<file path="src/rtl/dma_pkg.sv">
// Shared types and constants for the S2MM burst scheduler.
package dma_pkg;

    localparam int unsigned AXI_4K_BYTES = 4096;

    typedef enum logic [2:0] {
        IDLE,
        CALC,
        START,
        WAIT_BUSY,
        WAIT_DONE,
        DONE
    } sched_state_e;

    // awsize encoding for a data bus of the given width in bits
    function automatic logic [2:0] beat_size(input int unsigned width);
        return 3'($clog2(width / 8));
    endfunction

endpackage

</file>
<file path="src/rtl/s2mm_burst_calc.sv">
// Combinational burst-size selection: min(remaining, max burst, beats to next 4KB).
// The 4KB limit is only applied when S2MM_4K_BOUNDARY_EN is defined.
module s2mm_burst_calc
    import dma_pkg::*;
#(
    parameter int unsigned BEATS_WIDTH     = 16,
    parameter int unsigned MAX_BURST_BEATS = 16,
    parameter int unsigned BEAT_LOG2       = 3
) (
    input  logic [BEATS_WIDTH-1:0] i_remaining,
    input  logic [11:0]            i_addr_lo,
    output logic [BEATS_WIDTH:0]   o_nb
);

    localparam int unsigned NB_W = BEATS_WIDTH + 1;

    logic [NB_W-1:0] w_rem;
    logic [NB_W-1:0] w_max;

    assign w_rem = {1'b0, i_remaining};
    assign w_max = NB_W'(MAX_BURST_BEATS);

`ifdef S2MM_4K_BOUNDARY_EN
    logic [12:0]     w_room_bytes;
    logic [NB_W-1:0] w_room_beats;

    // address is beat aligned, so the shift is exact
    assign w_room_bytes = 13'(AXI_4K_BYTES) - {1'b0, i_addr_lo};
    assign w_room_beats = NB_W'(w_room_bytes >> BEAT_LOG2);

    always_comb begin
        o_nb = (w_rem < w_max) ? w_rem : w_max;
        if (w_room_beats < o_nb) begin
            o_nb = w_room_beats;
        end
    end
`else
    logic w_unused_addr;
    assign w_unused_addr = ^i_addr_lo;

    always_comb begin
        o_nb = (w_rem < w_max) ? w_rem : w_max;
    end
`endif

endmodule

</file>
<file path="src/rtl/s2mm_burst_scheduler.sv">
// Splits one S2MM write command into AXI4 INCR bursts and sequences them through the write channel.
// Optional 4KB-boundary splitting is enabled with the S2MM_4K_BOUNDARY_EN macro.
module s2mm_burst_scheduler
    import dma_pkg::*;
#(
    parameter int unsigned DMA_DATA_WIDTH_SRC = 64,
    parameter int unsigned DMA_AXI_ADDR_WIDTH = 32,
    parameter int unsigned BEATS_WIDTH        = 16,
    parameter int unsigned MAX_BURST_BEATS    = 16
) (
    input  logic                          m_axi_aclk,
    input  logic                          m_axi_aresetn,
    input  logic                          s_cmd_valid,
    output logic                          s_cmd_ready,
    input  logic [DMA_AXI_ADDR_WIDTH-1:0] s_cmd_addr,
    input  logic [BEATS_WIDTH-1:0]        s_cmd_beats,
    output logic                          write_start_o,
    output logic [DMA_AXI_ADDR_WIDTH-1:0] write_addr_o,
    output logic [7:0]                    write_len_o,
    output logic [2:0]                    write_size_o,
    input  logic                          write_busy_i,
    output logic                          cmd_done_o,
    output logic                          busy_o,
    output logic [BEATS_WIDTH-1:0]        burst_cnt_o
);

    localparam int unsigned AW    = DMA_AXI_ADDR_WIDTH;
    localparam int unsigned BW    = BEATS_WIDTH;
    localparam int unsigned LOG2B = $clog2(DMA_DATA_WIDTH_SRC / 8);
    localparam logic [2:0]  SIZE  = beat_size(DMA_DATA_WIDTH_SRC);
    localparam logic [AW-1:0] ALIGN_MASK = ~AW'((1 << LOG2B) - 1);

    sched_state_e    r_state;
    logic [AW-1:0]   r_addr;
    logic [BW-1:0]   r_rem;
    logic [BW:0]     r_nb;
    logic            r_ready;
    logic            r_start;
    logic            r_done;
    logic            r_busy;
    logic [BW-1:0]   r_cnt;
    logic [AW-1:0]   r_waddr;
    logic [7:0]      r_wlen;

    logic [BW:0]     w_nb;
    logic [AW-1:0]   w_inc;

    s2mm_burst_calc #(
        .BEATS_WIDTH    (BW),
        .MAX_BURST_BEATS(MAX_BURST_BEATS),
        .BEAT_LOG2      (LOG2B)
    ) u_calc (
        .i_remaining(r_rem),
        .i_addr_lo  (r_addr[11:0]),
        .o_nb       (w_nb)
    );

    // byte advance of the burst just finished; wraps at the address width
    assign w_inc = AW'(r_nb) << LOG2B;

    always_ff @(posedge m_axi_aclk or negedge m_axi_aresetn) begin
        if (!m_axi_aresetn) begin
            r_state <= IDLE;
            r_addr  <= '0;
            r_rem   <= '0;
            r_nb    <= '0;
            r_ready <= 1'b1;
            r_start <= 1'b0;
            r_done  <= 1'b0;
            r_busy  <= 1'b0;
            r_cnt   <= '0;
            r_waddr <= '0;
            r_wlen  <= '0;
        end else begin
            case (r_state)
                IDLE: begin
                    if (s_cmd_valid && r_ready) begin
                        r_addr  <= s_cmd_addr & ALIGN_MASK;
                        r_rem   <= s_cmd_beats;
                        r_cnt   <= '0;
                        r_ready <= 1'b0;
                        r_busy  <= 1'b1;
                        r_state <= CALC;
                    end
                end
                CALC: begin
                    if (r_rem == '0) begin
                        r_done  <= 1'b1;
                        r_state <= DONE;
                    end else begin
                        r_nb    <= w_nb;
                        r_waddr <= r_addr;
                        r_wlen  <= 8'(w_nb - 1'b1);
                        r_start <= 1'b1;
                        r_state <= START;
                    end
                end
                START: begin
                    r_start <= 1'b0;
                    r_state <= WAIT_BUSY;
                end
                WAIT_BUSY: begin
                    if (write_busy_i) begin
                        r_state <= WAIT_DONE;
                    end
                end
                WAIT_DONE: begin
                    if (!write_busy_i) begin
                        r_addr  <= r_addr + w_inc;
                        r_rem   <= r_rem - BW'(r_nb);
                        r_cnt   <= r_cnt + BW'(1);
                        r_state <= CALC;
                    end
                end
                DONE: begin
                    r_done  <= 1'b0;
                    r_busy  <= 1'b0;
                    r_ready <= 1'b1;
                    r_state <= IDLE;
                end
                default: begin
                    r_state <= IDLE;
                end
            endcase
        end
    end

    assign s_cmd_ready   = r_ready;
    assign write_start_o = r_start;
    assign write_addr_o  = r_waddr;
    assign write_len_o   = r_wlen;
    assign write_size_o  = SIZE;
    assign cmd_done_o    = r_done;
    assign busy_o        = r_busy;
    assign burst_cnt_o   = r_cnt;

endmodule
</file>
<file path="config.mk">
export PLATFORM = sky130hd
export DESIGN_NAME = s2mm_burst_scheduler
export DESIGN_NICKNAME = d
export VERILOG_FILES = /design/src/rtl/dma_pkg.sv /design/src/rtl/s2mm_burst_calc.sv /design/src/rtl/s2mm_burst_scheduler.sv
export SDC_FILE = /design/constraint.sdc
export NUM_CORES = 1
export LEC_CHECK = 0
export BUFFER_PORTS_ARGS = -buffer_cell sky130_fd_sc_hd__buf_2
export CAP_MARGIN = 20
export CELL_PAD_IN_SITES_DETAIL_PLACEMENT = 0
export CELL_PAD_IN_SITES_GLOBAL_PLACEMENT = 2
export CORE_UTILIZATION = 35
export DETAILED_ROUTE_END_ITERATION = 8
export GPL_ROUTABILITY_DRIVEN = 0
export PLACE_DENSITY = 0.89
export SLEW_MARGIN = 10
export SYNTH_ARGS = -nofsm -noshare
export SYNTH_HDL_FRONTEND = slang
export SYNTH_SLANG_ARGS = --single-unit
</file>
<file path="constraint.sdc">
create_clock -name m_axi_aclk -period 3.5 [get_ports m_axi_aclk]
set_input_delay 0.7 -clock m_axi_aclk [delete_from_list [all_inputs] [get_ports m_axi_aclk]]
set_output_delay 0.7 -clock m_axi_aclk [all_outputs]
set_load 0.02 [all_outputs]
</file>
==> key figures <==
Timing
  – Fin Setup TNS: 0 ns
  – Min Tclk post-route: between 2 and 3 ns
  – Setup-failing EPs final: 0
  – Fmax: roughly 0.37 GHz
  – WHS: around 0.20 ns
  – Fin. Hold Viols: 0
  – Slew Limit Headroom: roughly a third
  – Final worst path period share: ~76%
  – Final clock skew: roughly 0.0076 ns
  – Max-slew violations: 0
  – RSZ-0062 raised after global routing: false
  – Slew @ Worst Pin: 0.988 ns

Power
  – Worst vdd ir: between 0.3 and 0.4 mV
  – LEAKAGE: 4.03 nW
  – Pwr dens: 818 mW/mm2

GRT
  – Pin count of the biggest net entering global routing: 60
  – First-pass GRT wire length: roughly 31000 um
  – All-Layer GR Usage: around a fifth
  – GRT Residual Overflow: 0
  – Vias in the first global route: 5837
  – Initial antenna violation count: 0

Min path
  – Min-delay worst type: in -> async

Clock network
  – Clk sinks: 121
  – H-Tree Depth: 4
  – Resized Gates After CTS: 0
  – CTS max path bufs: 2
  – Hold_buf cts: 0
  – Clk_lat worst skew: 0.42 ns
  – CTS tree: yes
  – Clock root cell: clkbuf_16
  – Reg clk slew, reported paths: approximately 0.060 ns
  – Buffer count from post-CTS setup fixing: 0
  – Num CTS Buffers: 17

Drt
  – Uppermost layer routed: met4
  – Met3 Routed Length: 780 um
  – Routed wl met2: between 8000 and 9000 um
  – DRT iter0 DRCs: approximately 320
  – Drt first pass iters: 5
  – Routed Antenna Nets: 0
  – Final WL: 19100 um
  – Routed WL per cell: 16.1 um
  – Met1 wire length: between 9000 and 10000 um
  – Vias per Instance: a little over 5
  – Via count: roughly 6000
  – DRC: 0

Layout
  – Commonest non-fill, non-tap cells in the layout: 151 x nand2_1, 120 x dfrtp_1, 104 x buf_2
  – ANT cells: 0
  – Syn-to-layout area delta: 18.9%
  – Most common cell after layout, fill and taps aside: nand2_1
  – Util after Layout: between 40% and 50%
  – Layout cells sized above 1: between 10% and 20%
  – Final Net Count: 994

Setup path
  – Setup CP Type: reg -> reg
  – Worst Path Arrival: about 3.0 ns
  – Type of origin of the critical path: flip-flop
  – Worst Path Required: ~3.8 ns
  – CP endpoint kind: flip-flop
  – Critical Path Fanout Max: 5

Synthesis
  – Post-synthesis sequential area ratio: a little over two fifths
  – Async SR Flop Fraction: 100%
  – Warnings from Yosys: 0
  – Synth Cell Area: 0.00709 mm2
  – Mapped Cells: 810
  – Distinct cells, synth: 77
  – Post-synth top flop: dfrtp_1
  – Synth top area cells: dfrtp_1 42%, nand2_1 8.0%, ha_1 5.8%
  – Seq cells post-synth: between 100 and 150
  – Synth area leader: dfrtp_1
  – Post-synth EDFFs: 0
  – Syn Area/Cell: about 8.8 um2
  – Top cell type's share of synthesized area: ~42%

Status
  – Status: finished clean

Die
  – Full die area: 0.0208 mm2
  – Chip width: roughly 140 um
  – Initial Util: 36.1%
  – Row count: 51
  – IO Pins: between 100 and 150
  – Core Footprint: ~0.02 mm2
  – Chip height: roughly 140 um

Place
  – DPL Wire Length: 13600 um
  – Port bufs: roughly 110

Flow run
  – Number of max-cap violations: 0
-- per-stage QoR --
| stage | cells | total power [mW] | worst slack, ns | cell area (um2) |
|---|---|---|---|---|
| after floorplan | 814 | 4.30 | 1.29 | 7110 |
| after detailed placement | 1153 | 5.08 | 0.870 | 7810 |
| final | 1185 | 6.90 | 0.830 | 8430 |
| after global placement | 1153 | 5.05 | 0.901 | 7810 |
| after CTS | 1185 | 6.95 | 0.889 | 8430 |
| after global routing | 1185 | 7.45 | 0.652 | 8430 |
-- final timing paths --
| path | startpoint | endpoint | slack (ns) | cells after the start |
|---|---|---|---|---|
| worst min-delay path | m_axi_aresetn | r_nb[8] | 0.20 | 1 |
| max in group asynchronous | m_axi_aresetn | r_addr[23] | 2.46 | 2 |
| worst max-delay path | r_rem[0] | r_rem[14] | 0.83 | 10 |
| worst min register to register | write_addr_o[28] | write_addr_o[28] | 0.47 | 2 |
| min in group m_axi_aclk | write_addr_o[28] | write_addr_o[28] | 0.47 | 2 |
| worst max register to register | r_rem[0] | r_rem[14] | 0.83 | 10 |
-- per-layer routing --
layer	vias to the layer above	GRT usage, %
li1	3024	-
met1	2870	28.1
met2	121	29.9
met3	20	3.08
met4	0	7.48
met5	-	0
-- critical path: stages (launching register included) --
cell      delay (ns)
dfrtp_1         0.41
inv_1           0.08
ha_1            0.23
inv_1           0.07
fa_1            0.24
a211oi_1        0.11
o21ai_0         0.47
a31oi_1         0.24
o41ai_1         0.35
mux2i_1         0.25
nand3_1         0.10
-- power by group --
group	internal, mW	leakage (nW)	total, mW	switching (mW)
clock network	1.16	0.284	1.85	0.686
logic	1.06	2.20	2.73	1.67
registers	1.86	1.54	2.32	0.454
-- cell families after synthesis --
logic type / count (synthesis) / synth area share (%)
multiplexers: 8 / 1.16
adder cells (fa/ha/maj): 35 / 6.39
buffers and inverters: 69 / 5.05
flip-flops: 121 / 42.7
AND/OR/NAND/NOR: 352 / 22.7
XOR/XNOR: 29 / 3.58
other: 2 / 0.106
AO/OA/AOI/OAI: 194 / 18.2
-- synth_stat cells (4+ instances only) --
cell	number
and3_1	20
or3_1	6
clkbuf_1	10
ha_1	33
inv_1	28
a211oi_1	7
nand2b_1	5
nor2b_1	4
o211ai_1	5
buf_2	18
xor2_1	15
dfrtp_1	120
nand2_1	151
buf_6	4
a21o_1	6
o22ai_1	4
xnor2_1	14
o21a_1	10
and2_1	8
nor2_1	78
buf_4	7
a21oi_1	54
mux2i_1	6
nor3_1	19
nand3_1	27
nor4_1	4
nand4_1	8
a311oi_1	4
a31oi_1	12
o21ai_0	46
a211oi_2	5
-- final cells by class --
| type | instances | area [um2] |
|---|---|---|
| fillers | 2051 | 11200 |
| multi-input cells | 624 | 3730 |
| flip-flops and latches | 121 | 3030 |
| repair buffers | 115 | 616 |
| clock buffers | 19 | 453 |
| well taps | 265 | 332 |
| clock inverters | 13 | 170 |
| inverters | 28 | 105 |
-- sequential cells by signal (all words and copies together) (netlist names) --
register and count:
write_len_o 8, burst_cnt_o 16, s_cmd_ready 1, r_nb 16, r_state 3, r_rem 16
busy_o 1, r_addr 29, write_addr_o 29, write_start_o 1, cmd_done_o 1
Power figures use the tool's default switching activity.
